File: config.mk
export PLATFORM = sky130hd
export DESIGN_NAME = filter_mode_ctrl
export DESIGN_NICKNAME = d
export VERILOG_FILES = /design/src/rtl/filter_mode_ctrl.sv
export SDC_FILE = /design/constraint.sdc
export NUM_CORES = 1
export LEC_CHECK = 0
export ABC_AREA = 0
export BUFFER_PORTS_ARGS = -buffer_cell sky130_fd_sc_hd__buf_2
export CELL_PAD_IN_SITES_DETAIL_PLACEMENT = 0
export CELL_PAD_IN_SITES_GLOBAL_PLACEMENT = 1
export CORE_MARGIN = 1
export CORE_UTILIZATION = 52
export CTS_BUF_LIST = sky130_fd_sc_hd__clkbuf_4 sky130_fd_sc_hd__clkbuf_8 sky130_fd_sc_hd__clkbuf_16
export CTS_CLUSTER_DIAMETER = 60
export DETAILED_ROUTE_END_ITERATION = 10
export GPL_TIMING_DRIVEN = 0
export PLACE_DENSITY_LB_ADDON = 0.1
export SETUP_SLACK_MARGIN = 0.3
export SYNTH_ARGS = -nofsm -noshare
export SYNTH_HDL_FRONTEND = slang
export SYNTH_SLANG_ARGS = --single-unit
export TNS_END_PERCENT = 30
File: constraint.sdc
create_clock -name iCLK -period 5.3 [get_ports iCLK]
set_clock_uncertainty 0.2 [all_clocks]
set_input_delay 1.06 -clock iCLK [delete_from_list [all_inputs] [get_ports iCLK]]
set_output_delay 1.06 -clock iCLK [all_outputs]
set_load 0.03 [all_outputs]
File: src/rtl/filter_mode_ctrl.sv
// Frame-synchronous colour-enable controller: debounced key toggles build a shadow
// mask that is committed to the live enables only on a VGA vertical-sync falling edge.
module filter_mode_ctrl #(
   parameter int DEBOUNCE_CYCLES = 270000,
   parameter int CNT_W           = 19
) (
   input  logic       iCLK,
   input  logic       iRST_N,
   input  logic [2:0] iKEY_N,
   input  logic       iVGA_VS,
   input  logic       iTD_STABLE,
   output logic       oEN_R,
   output logic       oEN_G,
   output logic       oEN_B,
   output logic       oPENDING,
   output logic       oCOMMIT,
   output logic [7:0] oFRAME_CNT
);

   typedef enum logic [1:0] {IDLE, PENDING, COMMIT} state_t;

   localparam logic [CNT_W-1:0] LP_CNT_MAX = CNT_W'(DEBOUNCE_CYCLES - 1);

   state_t     r_state;
   state_t     w_state_next;

   logic [2:0] r_key_s1;
   logic [2:0] r_key_s2;
   logic [2:0] r_db_d;
   logic [2:0] w_db;
   logic [2:0] w_press;

   logic       r_vs_s1;
   logic       r_vs_s2;
   logic       r_vs_d;
   logic       w_vs_fall;

   logic [2:0] r_shadow;
   logic [2:0] r_live;
   logic [2:0] r_commit_mask;
   logic       r_pending;
   logic       r_commit;
   logic [7:0] r_frame_cnt;

   logic       w_snapshot;
   logic       w_apply;

   // Per-key debouncer: the level must differ from the accepted one for
   // DEBOUNCE_CYCLES consecutive cycles before it is taken.
   genvar gi;
   generate
      for (gi = 0; gi < 3; gi++) begin : g_deb
         logic [CNT_W-1:0] r_cnt;
         logic             r_db;

         always_ff @(posedge iCLK or negedge iRST_N) begin
            if (!iRST_N) begin
               r_cnt <= '0;
               r_db  <= 1'b1;
            end else if (r_key_s2[gi] == r_db) begin
               r_cnt <= '0;
            end else if (r_cnt == LP_CNT_MAX) begin
               r_db  <= ~r_db;
               r_cnt <= '0;
            end else begin
               r_cnt <= r_cnt + CNT_W'(1);
            end
         end

         assign w_db[gi] = r_db;
      end
   endgenerate

   assign w_press   = r_db_d & ~w_db;
   assign w_vs_fall = r_vs_d & ~r_vs_s2;

   always_ff @(posedge iCLK or negedge iRST_N) begin
      if (!iRST_N) r_state <= IDLE;
      else         r_state <= w_state_next;
   end

   always_comb begin
      w_state_next = r_state;
      w_snapshot   = 1'b0;
      w_apply      = 1'b0;
      if (!iTD_STABLE) begin
         w_state_next = IDLE;
      end else begin
         case (r_state)
            IDLE: begin
               if (r_shadow != r_live) w_state_next = PENDING;
            end
            PENDING: begin
               if (r_shadow == r_live) begin
                  w_state_next = IDLE;
               end else if (w_vs_fall) begin
                  w_state_next = COMMIT;
                  w_snapshot   = 1'b1;
               end
            end
            COMMIT: begin
               w_apply      = 1'b1;
               w_state_next = (r_shadow != r_commit_mask) ? PENDING : IDLE;
            end
            default: w_state_next = IDLE;
         endcase
      end
   end

   always_ff @(posedge iCLK or negedge iRST_N) begin
      if (!iRST_N) begin
         r_key_s1      <= 3'b111;
         r_key_s2      <= 3'b111;
         r_db_d        <= 3'b111;
         r_vs_s1       <= 1'b1;
         r_vs_s2       <= 1'b1;
         r_vs_d        <= 1'b1;
         r_shadow      <= 3'b111;
         r_live        <= 3'b111;
         r_commit_mask <= 3'b111;
         r_pending     <= 1'b0;
         r_commit      <= 1'b0;
         r_frame_cnt   <= 8'd0;
      end else begin
         r_key_s1 <= iKEY_N;
         r_key_s2 <= r_key_s1;
         r_db_d   <= w_db;
         r_vs_s1  <= iVGA_VS;
         r_vs_s2  <= r_vs_s1;
         r_vs_d   <= r_vs_s2;
         r_commit <= 1'b0;

         if (w_vs_fall) r_frame_cnt <= r_frame_cnt + 8'd1;

         // Unstable video: pass-through, presses dropped, pulse only on a real change.
         if (!iTD_STABLE) begin
            r_shadow      <= 3'b111;
            r_live        <= 3'b111;
            r_commit_mask <= 3'b111;
            r_pending     <= 1'b0;
            r_commit      <= (r_live != 3'b111);
         end else begin
            r_shadow  <= r_shadow ^ w_press;
            r_pending <= (r_shadow != r_live);
            if (w_snapshot) r_commit_mask <= r_shadow;
            if (w_apply) begin
               r_live   <= r_commit_mask;
               r_commit <= 1'b1;
            end
         end
      end
   end

   assign oEN_R      = r_live[2];
   assign oEN_G      = r_live[1];
   assign oEN_B      = r_live[0];
   assign oPENDING   = r_pending;
   assign oCOMMIT    = r_commit;
   assign oFRAME_CNT = r_frame_cnt;

endmodule

Yosys cells after proc, flatten, opt, wreduce, memory -nomap -nowiden
Index checks and enable logic that the tools add are counted.
- $add $sub $neg: 4
- equality and inequality tests: 16
- mux-type cells: 26
- bitwise gates (word level): 11
- reduce and logical (&&, ||, !) cells: 5
- operators with widths (cell ; number):
    two-way mux 19 bit ; 6
    adder 19 x 1 -> 19 bit, second input constant ; 3
    equality test 19 bit, second input constant ; 3
    two-way mux 3 bit ; 5
    two-way mux 1 bit ; 10
    adder 8 x 1 -> 8 bit, second input constant ; 1
    two-way mux 2 bit ; 4
    AND reduction 2 bit ; 4
    inverter 1 bit ; 7
    inequality test 3 bit ; 2
    inequality test 3 bit, second input constant ; 2
    case mux 2 bit (3 select lines) ; 1
    inequality test 2 x 1 -> 1 bit, second input constant ; 2
    inequality test 4 bit, second input constant ; 1
    bitwise AND 3 bit ; 1
    equality test 1 bit ; 3
    equality test 3 bit ; 1
    inverter 3 bit ; 1
    XOR 3 bit ; 1
    equality test 2 x 1 -> 1 bit, second input constant ; 1
    equality test 2 bit, second input constant ; 1
    logical NOT 2 bit ; 1
    bitwise AND 1 bit ; 1
- bits in registers: 93
- bits of input ports: 7
- output and inout port bits: 13
- word-level logic and storage cells: 81

Longest topological paths before layout
- depth in word-level cells: 8
- mapped depth: 6

Least setup slack after synthesis
Ideal clock, no wire load.
- path kind: register -> register
- start point: register g_deb[0].r_cnt[0]
- end point: register g_deb[0].r_cnt[16]
- setup time: 0.078 ns
- arrival time: 1.734 ns
- required time: 5.022 ns
- path slack: 3.289 ns
- cell stages (with the launch flop): 6
- path buffers: 0
- clock period less this slack: 2.011 ns
- cell sequence: dfrtp_1 > ha_1 > nand3_1 > or3_1 > or4_1 > a21oi_1
- longest elaborated chain between the ends: 3
- elaborated cells between the ends (all ways): 4
- classes of those cells: add/sub: 1; eq/ne: 1; mux: 2
- ends and longest elaborated chain (element ; line ; RTL):
    start, declared ; 53 ; logic [CNT_W-1:0] r_cnt;
    start signal, assigned ; 66 ; r_cnt <= r_cnt + CNT_W'(1);
    adder 19 x 1 -> 19 bit / equality test 19 bit (equally long branches) ; 66, 62 ;
    two-way mux 19 bit * ; 62 ; end else if (r_cnt == LP_CNT_MAX) begin
    two-way mux 19 bit * ; 60 ; end else if (r_key_s2[gi] == r_db) begin
Every way passes the cells marked *; elsewhere a longest branch is shown, timed or not.
A chain may end at the register's enable or synchronous reset.

Worst setup path after layout
- start point: register g_deb[2].r_cnt[14]
- end point: register g_deb[2].r_cnt[13]
- longest elaborated chain between the ends: 3
- ends and longest elaborated chain (element ; line):
    start, declared ; 53
    start signal, assigned ; 66
    equality test 19 bit ; 62
    two-way mux 19 bit ; 62
    two-way mux 19 bit ; 60
No other way between the ends.

==> impl_metrics.json <==
{
  "status": "finished clean",
  "ant_nets": 0,
  "synth_cells": 394,
  "netlist_area_mm2": 0.00423,
  "fin_hold_ws_ps": 162,
  "yosys.area.top_type": "dfrtp_1",
  "start_util_pct": 54.2,
  "final_cell_mix": "dfrtp_1 (69), nor2_1 (55), xnor2_1 (44), dfstp_2 (24)",
  "gr-total-overflow": 0,
  "num_rows": 32,
  "path_buf_inv": 1,
  "die_area_mm2": 0.00850,
  "cp-start-kind": "flip-flop",
  "syn_avg_cell_area_um2": 10.7,
  "finalHoldViolCount": 0,
  "final_nets": 436,
  "cts.clk_slew.worst_paths_ps": 100,
  "grt_usage_pct": 19.9,
  "hpwl_um": 5010,
  "cts.sinks": 93,
  "ir_drop_v": 0.000146,
  "timing.setup.tns_ps": 0,
  "area_delta_synth_final_pct": 10.3,
  "min_from": "r_key_s1[1]",
  "antenna_cells": 0,
  "die_y_um": 92.2,
  "critPathTopFamily": "simple AND/OR/NAND/NOR gates",
  "max_stage_delay_ps": 590,
  "syn_nets": 405,
  "slowest_stage": "o21ai_1",
  "grt_pass1_vias": 2905,
  "grt_pass1_wl_um": 13500,
  "r2r_start": "g_deb[2].r_cnt[14]",
  "synth_flop_cell": "dfrtp_1",
  "clk_latency_ps": 360,
  "cts_buffers": 9,
  "postCtsSetupRepairBufs": 0,
  "finalSetupViolCount": 0,
  "final_common_cell": "dfrtp_1",
  "p_leak_nw": 1.87,
  "drt-total-wl_um": 7340,
  "coreArea_mm2": 0.00781,
  "worstMarginPinSlew_ps": 679,
  "tritoncts": "built",
  "synth.area.top_cells": "dfrtp_1 (41%), dfstp_2 (15%), xnor2_1 (9.1%)",
  "synth-seq-area-share_pct": 55.7,
  "htreeDepth": 3,
  "hp-class": "reg2reg",
  "synth_cell_type_count": 38,
  "cp.arrival_ps": 2550,
  "synth-async-reset-ratio_pct": 100,
  "synth_edf_count": 0,
  "antenna_found_initial": 0,
  "drc_errors": 0,
  "drt_iter0_markers": 102,
  "min_period_over_period_pct": 47.6,
  "layout-drive-gt1-share_pct": 16.7,
  "worstSetupPathType": "reg2reg",
  "period_needed_ps": 2520,
  "vias_per_cell": 5.49,
  "pin_count": 20,
  "critPathLaunch": "g_deb[2].r_cnt[14]",
  "nFillCells": 686,
  "cts-root-buf": "clkbuf_8",
  "ys_warn_count": 0,
  "cp.required_ps": 5330,
  "first_pass_iters": 4,
  "ctsLongestPathBuffers": 2,
  "crit_path_end_kind": "flip-flop",
  "rsz0062_at_grt": "no",
  "drv_cap": 0,
  "max_freq_mhz": 396,
  "place_congestion": 0.773,
  "cts_resized": 0,
  "synth-seq-cells": 93,
  "drv_slew": 0,
  "path_cells": "nor4b_1, nand4_1, o21ai_1, clkbuf_1, nor2_1",
  "vias": 2922,
  "maxSlewHeadroom_pct": 54.4,
  "portBuffers": 19,
  "synth_top_area_share_pct": 40.8,
  "worstPathMaxFanout": 10,
  "wl_per_cell_um": 13.8,
  "hold_buffers": 0,
  "die_width_um": 92.2,
  "cellPowerDensity_mw_per_mm2": 290,
  "grt_max_degree": 50,
  "dp_worst_setup_slack_ps": 2770,
  "total_power_mw": 1.35,
  "fin_ws_ps": 2780
}
## Yosys cell counts (all sizes together), types with 6 or more instances
cell and count:
nor3 7, nand2 23, o21ai 10, xor2 13, dfrtp 69, dfstp 24
or4 7, mux2i 8, xnor2 44, nand3 24, a21oi 12, nor2 55
or3 8, inv 11, nand4 17, nor4 14, and3 6
## layout make-up
cell class                      instances  area, µm²  area share, %
Buffer                                  6       23.8          0.510
Clock buffer                           12        153           3.27
Clock inverter                          4       31.3          0.670
Inverter                               11       41.3          0.885
Multi-Input combinational cell        284       1810           38.7
Sequential cell                        93       2360           50.5
Tap cell                              102        128           2.74
Timing Repair Buffer                   20        125           2.68
## registers in the layout (all words and copies together) (netlist names), 2 cells and up
register	flops
g_deb.r_cnt	57
g_deb.r_db	3
oFRAME_CNT	8
r_commit_mask	3
r_db_d	3
r_key_s1	3
r_key_s2	3
r_live	3
r_shadow	3
r_state	2
## logic make-up (layout without fill, tap and decap cells)
family / after synthesis / count (layout) / synth area share (%)
AO/OA/AOI/OAI: 30 / 30 / 4.11
XOR/XNOR: 57 / 57 / 11.8
adder cells (fa/ha/maj): 4 / 4 / 1.18
buffers and inverters: 17 / 53 / 1.54
flip-flops: 93 / 93 / 55.7
multiplexers: 12 / 12 / 2.96
AND/OR/NAND/NOR: 181 / 181 / 22.7
## power breakdown
group	internal (mW)	total (mW)	switching [mW]
combinational	0.0441	0.134	0.0902
sequential	0.743	0.774	0.0308
clock	0.196	0.444	0.248
total	0.983	1.35	0.369
## layer usage
metal  vias to the layer above  wire [µm]  global-route usage, %
met5                         -          0                      0
met4                         0        116                   8.59
met3                         9        185                   2.74
met2                        47       3370                   30.8
met1                      1426       3670                   28.2
li1                       1440          -                      -
## metrics by stage
stage | instances | util (%) | instance area, µm²
after floorplan | 394 | - | 4230
final | 532 | 59.8 | 4670
after CTS | 532 | 59.8 | 4670
after global routing | 532 | 59.8 | 4670
after global placement | 515 | 57.0 | 4450
after detailed placement | 516 | 57.4 | 4480
## worst register-to-register path, stage by stage (launching register included)
cell and delay, ps:
dfrtp_1 460, nor4b_1 410, nand4_1 190, o21ai_1 590, clkbuf_1 440, nor2_1 100
## final timing paths
kind	endpoint	slack (ps)	depth (start not counted)
min in group asynchronous	g_deb[1].r_cnt[13]	480	1
min	r_key_s2[1]	160	0
max	g_deb[2].r_cnt[13]	2780	5
min reg2reg	r_key_s2[1]	160	0
max in group asynchronous	r_vs_s2	3720	2
max reg2reg	g_deb[2].r_cnt[13]	2780	5
(Power assumes the default switching activity.)
